===== src/rtl/onehot_pulse_decoder.sv =====
// Registered 4-to-16 one-hot pulse decoder with a valid/ready input handshake.
// An accepted binary index drives its one-hot line for a programmable number
// of cycles, then releases it with a one-cycle done pulse.
// Optional feature macro: DECODER_SCAN_EN adds a scan_start port and a SCAN
// state that walks all 16 lines in order, one effective hold period each.
module onehot_pulse_decoder #(
  parameter int unsigned HOLD_W = 8
) (
  input  logic              clk,
  input  logic              reset,
  input  logic              enable,
  input  logic [3:0]        binary_in,
  input  logic              in_valid,
  output logic              in_ready,
  input  logic [HOLD_W-1:0] hold_cycles,
`ifdef DECODER_SCAN_EN
  input  logic              scan_start,
`endif
  output logic [15:0]       decoder_out,
  output logic              out_valid,
  output logic              done
);

  localparam int unsigned OUT_W = 16;

  typedef enum logic [1:0] {
    S_IDLE = 2'd0,
    S_HOLD = 2'd1,
    S_SCAN = 2'd2
  } state_t;

  state_t            state_q, state_d;
  logic [HOLD_W-1:0] count_q, count_d;
  logic [OUT_W-1:0]  dec_d;
  logic              out_valid_d;
  logic              done_d;
  logic [HOLD_W-1:0] eff_hold_c;
  logic              accept_c;
`ifdef DECODER_SCAN_EN
  logic [HOLD_W-1:0] scan_hold_q, scan_hold_d;
`endif

  // A zero hold request still produces a one-cycle pulse.
  assign eff_hold_c = (hold_cycles == '0) ? HOLD_W'(1) : hold_cycles;
  assign in_ready   = enable && (state_q == S_IDLE);
  assign accept_c   = in_valid && in_ready;

  // State and output registers; reset wins over everything.
  always_ff @(posedge clk) begin
    if (reset) begin
      state_q     <= S_IDLE;
      count_q     <= '0;
      decoder_out <= '0;
      out_valid   <= 1'b0;
      done        <= 1'b0;
`ifdef DECODER_SCAN_EN
      scan_hold_q <= '0;
`endif
    end else begin
      state_q     <= state_d;
      count_q     <= count_d;
      decoder_out <= dec_d;
      out_valid   <= out_valid_d;
      done        <= done_d;
`ifdef DECODER_SCAN_EN
      scan_hold_q <= scan_hold_d;
`endif
    end
  end

  // Next-state, counter and output decode.
  always_comb begin
    state_d     = state_q;
    count_d     = count_q;
    dec_d       = decoder_out;
    out_valid_d = out_valid;
    done_d      = 1'b0;
`ifdef DECODER_SCAN_EN
    scan_hold_d = scan_hold_q;
`endif
    unique case (state_q)
      S_IDLE: begin
        if (accept_c) begin
          state_d     = S_HOLD;
          count_d     = eff_hold_c;
          dec_d       = OUT_W'(16'h0001) << binary_in;
          out_valid_d = 1'b1;
        end
`ifdef DECODER_SCAN_EN
        else if (in_ready && scan_start) begin
          state_d     = S_SCAN;
          count_d     = eff_hold_c;
          scan_hold_d = eff_hold_c;
          dec_d       = OUT_W'(16'h0001);
          out_valid_d = 1'b1;
        end
`endif
      end
      S_HOLD: begin
        if (!enable) begin
          state_d     = S_IDLE;
          count_d     = '0;
          dec_d       = '0;
          out_valid_d = 1'b0;
        end else if (count_q == HOLD_W'(1)) begin
          state_d     = S_IDLE;
          count_d     = '0;
          dec_d       = '0;
          out_valid_d = 1'b0;
          done_d      = 1'b1;
        end else begin
          count_d = count_q - HOLD_W'(1);
        end
      end
`ifdef DECODER_SCAN_EN
      S_SCAN: begin
        if (!enable) begin
          state_d     = S_IDLE;
          count_d     = '0;
          dec_d       = '0;
          out_valid_d = 1'b0;
        end else if (count_q == HOLD_W'(1)) begin
          if (decoder_out[OUT_W-1]) begin
            state_d     = S_IDLE;
            count_d     = '0;
            dec_d       = '0;
            out_valid_d = 1'b0;
            done_d      = 1'b1;
          end else begin
            count_d = scan_hold_q;
            dec_d   = decoder_out << 1;
          end
        end else begin
          count_d = count_q - HOLD_W'(1);
        end
      end
`endif
      default: begin
        state_d     = S_IDLE;
        count_d     = '0;
        dec_d       = '0;
        out_valid_d = 1'b0;
      end
    endcase
  end

endmodule


===== config.mk =====
export PLATFORM = sky130hd
export DESIGN_NAME = onehot_pulse_decoder
export DESIGN_NICKNAME = d
export VERILOG_FILES = /design/src/rtl/onehot_pulse_decoder.sv
export SDC_FILE = /design/constraint.sdc
export NUM_CORES = 1
export LEC_CHECK = 0
export BUFFER_PORTS_ARGS = -buffer_cell sky130_fd_sc_hd__buf_4
export CORE_UTILIZATION = 51
export DETAILED_ROUTE_END_ITERATION = 10
export GPL_TIMING_DRIVEN = 0
export PLACE_DENSITY = 0.75
export SYNTH_ARGS = -nofsm -noshare
export SYNTH_HDL_FRONTEND = slang
export SYNTH_SLANG_ARGS = --single-unit
export TNS_END_PERCENT = 1

===== constraint.sdc =====
create_clock -name clk -period 2.1 [get_ports clk]
set_input_delay 0.42 -clock clk [delete_from_list [all_inputs] [get_ports clk]]
set_output_delay 0.42 -clock clk [all_outputs]
set_load 0.02 [all_outputs]

# ---- Word level (Yosys, flattened, before mapping)
# Index checks and enable logic that the tools add are counted.
dict set report word_totals {
  reg_bits 28
  out_inout_bits 19
  rom_bits 0
  latch_bits 0
  memories 0
  word_cells 37
  ramBits 0
  inputBits 16
}
dict set report classes {
  bitwise_logic 2
  order_cmp 0
  n_eq_ne 4
  shift 1
  div_mod_pow 0
  n_mul 0
  mux 18
  reduce_logical 6
  n_addsub 1
}
# operator n
set ops {}
lappend ops {{16-bit two-way mux} 3}
lappend ops {{8-bit two-way mux} 4}
lappend ops {{16-bit one-hot mux with 2 select lines} 1}
lappend ops {{8-bit one-hot mux with 2 select lines} 1}
lappend ops {{1-bit by 4-bit left shift with 16-bit output (first input constant)} 1}
lappend ops {{8-bit by 1-bit equality test with 1-bit output (second input constant)} 1}
lappend ops {{8-bit zero test} 1}
lappend ops {{8-bit by 1-bit subtractor with 8-bit output (second input constant)} 1}
lappend ops {{2-bit two-way mux} 3}
lappend ops {{1-bit two-way mux} 4}
lappend ops {{2-bit one-hot mux with 2 select lines} 1}
lappend ops {{3-bit != test (second input constant)} 1}
lappend ops {{3-bit OR reduction} 1}
lappend ops {{2-bit by 1-bit equality test with 1-bit output (second input constant)} 1}
lappend ops {{1-bit logical AND} 2}
lappend ops {{2-bit zero test} 1}
lappend ops {{2-bit != test (second input constant)} 1}
lappend ops {{1-bit inverter} 2}
lappend ops {{1-bit one-hot mux with 2 select lines} 1}
lappend ops {{2-bit AND reduction} 1}

# ---- Logic depth before layout (Yosys ltp)
# Gate-level depths: netlist of the first run.
dict set report depth {
  ltp_word 5
  mapped_depth 7
  depth_no_buf 6
}

# ---- Worst setup path before layout of the first run
# No wires, ideal clock.
dict set report synth_timing {
  path_type {register -> register}
  from {register count_q[1]}
  to {register decoder_out[13]}
  setup_ps 70
  path_stages_with_launch 8
  t_required_ps 2030
  setup_slack_ps 617
  t_arrival_ps 1413
  path_buffers 1
  synth_period_minus_slack_ps 1483
  cell_sequence {dfxtp_1 -> inv_1 -> ha_1 -> nor4b_4 -> a21o_1 -> a21oi_2 -> buf_6 -> o2bb2ai_1}
}
dict set report synth_between {
  elab_chain_cells 3
}
# item line
set synth_rtl {}
lappend synth_rtl {{start: declaration} 33} ;# logic [HOLD_W-1:0] count_q, count_d;
lappend synth_rtl {{start signal: assignment} 61} ;# count_q <= count_d;
lappend synth_rtl {{8-bit by 1-bit equality test with 1-bit output} 105} ;# end else if (count_q == HOLD_W'(1)) begin
lappend synth_rtl {{3-bit != test (no line)} n/a}
lappend synth_rtl {{2-bit AND reduction (no line)} n/a}
lappend synth_rtl {{end signal: assignment} 53} ;# decoder_out <= '0;
lappend synth_rtl {{end signal: assignment} 62} ;# decoder_out <= dec_d;
lappend synth_rtl {{end: declaration} 19} ;# output logic [15:0] decoder_out,
# No other way between the ends.
# A chain may end at the register's enable or synchronous reset.

# ---- Worst setup path in the final report of the first run
dict set report layout_timing {
  from {register count_q[1]}
  to {register decoder_out[4]}
}
# The elaborated chain is that of the path after synthesis.

==> results.py, run 1 <==
metrics = {
    "finish": {
        "multiInputGateArea_um2": 701,
        "layout-drive-gt1-share_pct": 31.3,
        "layout.nets": 195,
        "fill_cells": 196,
        "diodes": 0,
        "final_core_utilization_pct": 70.0,
        "regArea_um2": 520,
        "area_growth_syn_to_layout_pct": 25.5,
    },
    "logic_synthesis": {
        "synth_top_cell_by_area": "dfxtp_1",
        "ys.warnings.count": 0,
        "ys_types": 40,
        "synth_cells": 138,
        "synth_most_common_cell": "dfxtp_1",
        "synth_edf_count": 0,
        "syn_area_um2": 1280,
        "yosys-top-cells-area": "dfxtp_1 41%, o2bb2ai_1 6.2%, o2bb2ai_2 3.5%",
        "synth_top_area_share_pct": 40.6,
        "async_flop_share_pct": 0,
        "synth_flop_cell": "dfxtp_1",
        "yosysSeqAreaShare_pct": 40.6,
        "synth_nets": 156,
        "synth-seq-cells": 26,
        "syn_avg_cell_area_um2": 9.28,
        "synth_common_cells": "26 x dfxtp_1, 11 x nor2_1, 10 x nand2_1",
    },
    "placement": {
        "gp_congestion": 0.847,
        "dp_slack_ns": 0.444,
        "numPortBuffers": 34,
        "dpl.hpwl_um": 2230,
    },
    "clock_network": {
        "postCtsHoldBufs": 0,
        "h-tree-depth": 1,
        "cts-resized-gates": 0,
        "cts_buffers": 3,
        "clk_path_buf_depth": 2,
        "insertion_delay_ns": 0.31,
        "clk_pin_slew_worst_paths_ns": 0.14,
        "postCtsSetupBuffers": 0,
        "cts_tree": "done",
        "cts.sinks": 26,
        "cts_root_buf": "clkbuf_4",
    },
    "grt": {
        "grt_max_degree": 15,
        "antenna_found_initial": 0,
        "grt_pass1_wl_um": 5090,
        "grt-ovfl-total": 0,
        "grt_pass1_vias": 1112,
        "track_usage_pct": 25.0,
    },
    "timing": {
        "fmax_mhz": 579,
        "relSlewSlack_pct": 68.8,
        "period_needed_ns": 1.73,
        "rsz0062_at_grt": "no",
        "slew_viol_final": 0,
        "fin_ws_ns": 0.374,
        "tns_ns": 0,
        "fin_crit_sh_pct": 82.2,
        "setup_viol": 0,
        "finalHoldViolations": 0,
        "worst_slew_pin_slew_ns": 0.469,
        "skew_ns": 0.00379,
    },
    "power": {
        "p_per_area_nw_per_um2": 615,
        "p_sw_uw": 282,
        "leakagePower_nw": 0.638,
        "p_int_uw": 707,
        "pwr-share-seq_pct": 54.4,
        "clkPwrFrac_pct": 25.1,
        "p_total_uw": 989,
        "p_sw_share_pct": 28.5,
        "p_comb_share_pct": 20.6,
        "ir_drop_uv": 451,
    },
    "critical_path": {
        "cp-start-kind": "register",
        "crit_arrival_ns": 1.97,
        "crit_type": "reg -> reg",
        "r2r_cells": 7,
        "r2r_slack_ns": 0.37,
        "endpoint_kind": "register",
        "critPathMaxFanout": 10,
        "r2r-start": "count_q[1]$_SDFFE_PP0P_",
        "r2r-end": "decoder_out[4]$_SDFFE_PP0P_",
        "required_ns": 2.35,
    },
    "die": {
        "core_um2": 2300,
        "ios": 35,
        "start_util_pct": 55.8,
        "fp.dieW_um": 52.1,
        "dieArea_um2": 2720,
        "die_y_um": 52.1,
        "num_rows": 17,
    },
    "route": {
        "wl_met2_um": 1460,
        "vias": 1208,
        "drc": 0,
        "drt-met1-wl_um": 1410,
        "drt_pass1_iterations": 4,
        "ant_nets": 0,
        "top_layer_used": "met4",
        "wl_met3_um": 140,
        "drt_iter0_drc": 29,
        "wl_per_cell_um": 14.9,
        "vias_per_cell": 5.92,
        "wirelength_um": 3030,
    },
    "run_status": {
        "status": "finished, final reports clean",
    },
    "min_path": {
        "min_to": "count_q[5]$_SDFFE_PP0P_",
        "hold_path_depth": 3,
        "hold_path_class": "in -> reg",
        "hold_start": "reset",
    },
    "job": {
        "maxCapViolCount": 0,
    },
}
[state kept, by name, indices dropped and copies added, names as in the netlist]
signal,flops
decoder_out,16
out_valid,1
done,1
count_q,8
[layout make-up]
cell class	instances	share of cell area (%)
well taps	28	2.18
plain buffers	4	2.10
inverters	7	1.63
clock buffers	4	2.26
repair buffers	34	15.9
multi-input cells	101	43.6
flip-flops and latches	26	32.4
[power by group through the flow]
stage               combinational, mW  clock (mW)  sequential [mW]
floorplan                       0.129           0            0.548
global placement                0.197           0            0.547
detailed placement              0.201           0            0.548
CTS                             0.201       0.256            0.537
global route                    0.224       0.271            0.541
finish                          0.204       0.248            0.538
[worst max path at each step]
stage                            startpoint                      endpoint  slack, ns  depth (start not counted)
floorplan           count_q[1]$_SDFFE_PP0P_  decoder_out[13]$_SDFFE_PP0P_       0.62                          7
global placement    count_q[1]$_SDFFE_PP0P_  decoder_out[10]$_SDFFE_PP0P_       0.45                          7
detailed placement  count_q[1]$_SDFFE_PP0P_   decoder_out[9]$_SDFFE_PP0P_       0.44                          7
CTS                 count_q[1]$_SDFFE_PP0P_   decoder_out[4]$_SDFFE_PP0P_       0.41                          7
global route        count_q[0]$_SDFFE_PP0P_       count_q[6]$_SDFFE_PP0P_       0.30                          6
finish              count_q[1]$_SDFFE_PP0P_   decoder_out[4]$_SDFFE_PP0P_       0.37                          7
[routing by layer]
metal	global-route usage, %	vias up
met4	6.76	0
met2	42.7	42
met3	2.92	4
li1	-	595
met1	32.7	567
met5	0	-
[layout by cell type, fill, tap and decap left out, types with 2 or more instances in the layout]
master     netlist  layout
buf_4            1      35
dfxtp_1         26      26
nor2_1          11      11
nand2_1         10      10
o2bb2ai_1        9       9
a21oi_1          8       8
inv_1            7       7
nor3_1           6       6
nand2b_1         5       5
o21ai_0          5       5
a211oi_1         5       5
nor4_1           4       4
a21oi_2          3       3
o2bb2ai_2        3       3
or4_1            3       3
clkbuf_4         0       3
nand3b_1         2       2
buf_6            2       2
nand3_1          2       2
or2_1            2       2
a211o_1          2       2
o21a_1           2       2
ha_1             2       2
[cell families after synthesis]
| family | Yosys count | synth area share, % |
|---|---|---|
| simple gates | 52 | 24.0 |
| fa+ha+maj | 2 | 1.95 |
| compound gates | 46 | 27.8 |
| mux | 1 | 0.879 |
| buf+inv | 11 | 4.69 |
| flops | 26 | 40.6 |
[worst max-delay path, stage by stage (launching register included)]
cell	delay, ns
dfxtp_1	0.40
inv_1	0.10
ha_1	0.22
nor4b_4	0.15
a21o_1	0.22
a21oi_2	0.24
buf_6	0.19
o2bb2ai_1	0.13
[metrics by stage]
stage	std cells	hold WS, ns	cell area, µm²
global route	204	0.417	1610
CTS	204	0.404	1610
detailed placement	200	0.448	1570
finish	204	0.420	1610
floorplan	138	0.503	1280
global placement	200	0.448	1570
No activity file was read; power rests on OpenSTA's default activity.
==> inputs of run 2 (changes only) <==
--- a/config.mk
+++ b/config.mk
@@ -6,10 +6,10 @@
 export NUM_CORES = 1
 export LEC_CHECK = 0
 export BUFFER_PORTS_ARGS = -buffer_cell sky130_fd_sc_hd__buf_4
-export CORE_UTILIZATION = 51
+export CORE_UTILIZATION = 46
 export DETAILED_ROUTE_END_ITERATION = 10
 export GPL_TIMING_DRIVEN = 0
-export PLACE_DENSITY = 0.75
+export PLACE_DENSITY = 0.71
 export SYNTH_ARGS = -nofsm -noshare
 export SYNTH_HDL_FRONTEND = slang
 export SYNTH_SLANG_ARGS = --single-unit
==> constraint.sdc (replaced) <==
create_clock -name clk -period 1.5 [get_ports clk]
set_input_delay 0.3 -clock clk [delete_from_list [all_inputs] [get_ports clk]]
set_output_delay 0.3 -clock clk [all_outputs]
set_load 0.02 [all_outputs]
==> run 2 against run 1 <==
Against the previous run:
- the flow now finishes with violations (negative setup slack)
- final cell count rose by 5.4%
- utilization rose by 1.7 points
- sequential cell count did not move
- critical endpoint is now decoder_out[8]$_SDFFE_PP0P_
- largest cell class unchanged
==> results.py, run 2 (synthesis gave the netlist of run 1 again) <==
metrics = {
    "finish": {
        "regMostFlops": "decoder_out",
        "largest_register_ffs": 16,
        "layout.nets": 204,
        "layout-drive-gt1-share_pct": 43.8,
        "top_regs": "decoder_out: 16 flops, count_q: 8 flops",
        "final_area_um2": 1830,
        "fill_cells": 204,
        "diodes": 0,
        "mostFrequentLayoutCells": "42 x buf_4, 24 x dfxtp_1, 11 x nor2_1",
        "final_common_cell": "buf_4",
        "area_growth_syn_to_layout_pct": 42.5,
    },
    "route": {
        "wl_per_cell_um": 16.5,
        "vias_per_cell": 5.85,
        "vias": 1257,
        "drt_iter0_drc": 22,
        "drt_pass1_iterations": 4,
        "wirelength_um": 3550,
        "ant_nets": 0,
        "drc": 0,
    },
    "critical_path": {
        "path_cells": "inv_6 > ha_4 > nor4b_4 > a21o_1 > a21oi_4 > buf_6 > o2bb2ai_1",
        "crit_arrival_ns": 1.79,
        "endpoint_kind": "register",
        "slowest_stage": "dfxtp_4",
        "cp_num_buf_inv": 2,
        "required_ns": 1.73,
        "critPathMaxStageDelay_ns": 0.39,
        "crit_type": "reg -> reg",
        "critPathMaxFanout": 5,
        "path_delay_family": "compound AO/OA/AOI/OAI gates",
        "cp-start-kind": "register",
    },
    "grt": {
        "grt_pass1_wl_um": 5380,
        "grt_pass1_vias": 1191,
        "antenna_found_initial": 0,
        "grt-ovfl-total": 0,
        "track_usage_pct": 25.6,
        "grt_max_degree": 15,
    },
    "min_path": {
        "hold_path_class": "in -> reg",
    },
    "timing": {
        "relSlewSlack_pct": 65.8,
        "finalHoldViolations": 0,
        "worst_slew_pin_slew_ns": 0.513,
        "rsz0062_at_grt": "yes",
        "fin_crit_sh_pct": 104,
        "tns_ns": -0.611,
        "slew_viol_final": 0,
        "setup_viol": 12,
        "fmax_mhz": 641,
        "hold_ws_ns": 0.287,
        "period_needed_ns": 1.56,
        "skew_ns": 0.00155,
        "fin_ws_ns": -0.0598,
    },
    "die": {
        "start_util_pct": 50.3,
        "num_rows": 18,
        "ios": 35,
        "die_y_um": 54.8,
        "fp.dieW_um": 54.8,
        "core_um2": 2540,
        "dieArea_um2": 3000,
    },
    "clock_network": {
        "clk_pin_slew_worst_paths_ns": 0.15,
        "cts_tree": "done",
        "h-tree-depth": 1,
        "insertion_delay_ns": 0.32,
        "cts_buffers": 3,
        "cts.sinks": 26,
        "cts_root_buf": "clkbuf_4",
        "clk_path_buf_depth": 2,
    },
    "power": {
        "p_per_area_nw_per_um2": 829,
        "leakagePower_nw": 0.713,
        "ir_drop_uv": 644,
    },
    "placement": {
        "dpl_cell_area_um2": 1570,
        "dpl.hpwl_um": 2310,
        "numPortBuffers": 34,
        "gp_congestion": 0.816,
    },
    "run_status": {
        "status": "finished, violations left",
        "violations": "negative setup slack",
    },
    "job": {
        "maxCapViolCount": 0,
    },
}
-- run 2: what timing repair did --
| action | 4_1_cts | 5_1_grt |
|---|---|---|
| endpoints found under the setup margin | 22 | 19 |
| gates resized for setup | 18 | 12 |
| hold buffers | 0 | 0 |
| gates cloned | 1 | 0 |
| pin swaps | 8 | 6 |
| buffers inserted | 8 | 0 |
-- run 2: area by class of cell --
type	count	area, µm²	area share [%]
clock buffers	4	36.3	1.99
multi-input cells	101	820	44.9
inverters	7	31.3	1.71
flip-flops and latches	26	528	28.9
repair buffers	43	339	18.6
well taps	30	37.5	2.06
plain buffers	4	33.8	1.85
-- run 2: metrics by stage --
| stage | std cells | setup WS, ns | util, % | power, mW |
|---|---|---|---|---|
| 2_1_floorplan | 138 | 0.0169 | - | 0.949 |
| 3_5_place_dp | 202 | -0.227 | 61.8 | 1.05 |
| 5_1_grt | 215 | -0.114 | 71.7 | 1.57 |
| 4_1_cts | 215 | -0.00270 | 69.2 | 1.49 |
| 6_report | 215 | -0.0598 | 71.7 | 1.51 |
| 3_3_place_gp | 202 | -0.192 | 61.8 | 1.04 |
-- run 2: worst paths after layout --
path	start	to	slack, ns	depth (start not counted)
setup reg to reg	count_q[1]$_SDFFE_PP0P_	decoder_out[8]$_SDFFE_PP0P_	-0.06	7
hold reg to reg	decoder_out[2]$_SDFFE_PP0P_	decoder_out[2]$_SDFFE_PP0P_	0.48	2
setup / recovery	count_q[1]$_SDFFE_PP0P_	decoder_out[8]$_SDFFE_PP0P_	-0.06	7
hold / removal	reset	decoder_out[2]$_SDFFE_PP0P_	0.29	3
-- run 2: report_power, final --
group          internal [mW]  switching, mW
combinational          0.185          0.202
clock                  0.149          0.220
sequential             0.716         0.0420
-- run 2: worst reg2reg max path: stages (launching register included) --
cell       delay (ns)
dfxtp_4          0.39
inv_6            0.07
ha_4             0.14
nor4b_4          0.28
a21o_1           0.23
a21oi_4          0.10
buf_6            0.15
o2bb2ai_1        0.11
-- run 2: layer usage --
| metal | routed length (µm) | global-route usage, % | share of wire, % | vias to the layer above |
|---|---|---|---|---|
| li1 | - | - | - | 614 |
| met1 | 1520 | 30.0 | 43 | 594 |
| met2 | 1830 | 47.2 | 52 | 43 |
| met3 | 155 | 2.78 | 4.4 | 6 |
| met4 | 42 | 8.97 | 1.2 | 0 |
| met5 | 0 | 0 | 0 | - |
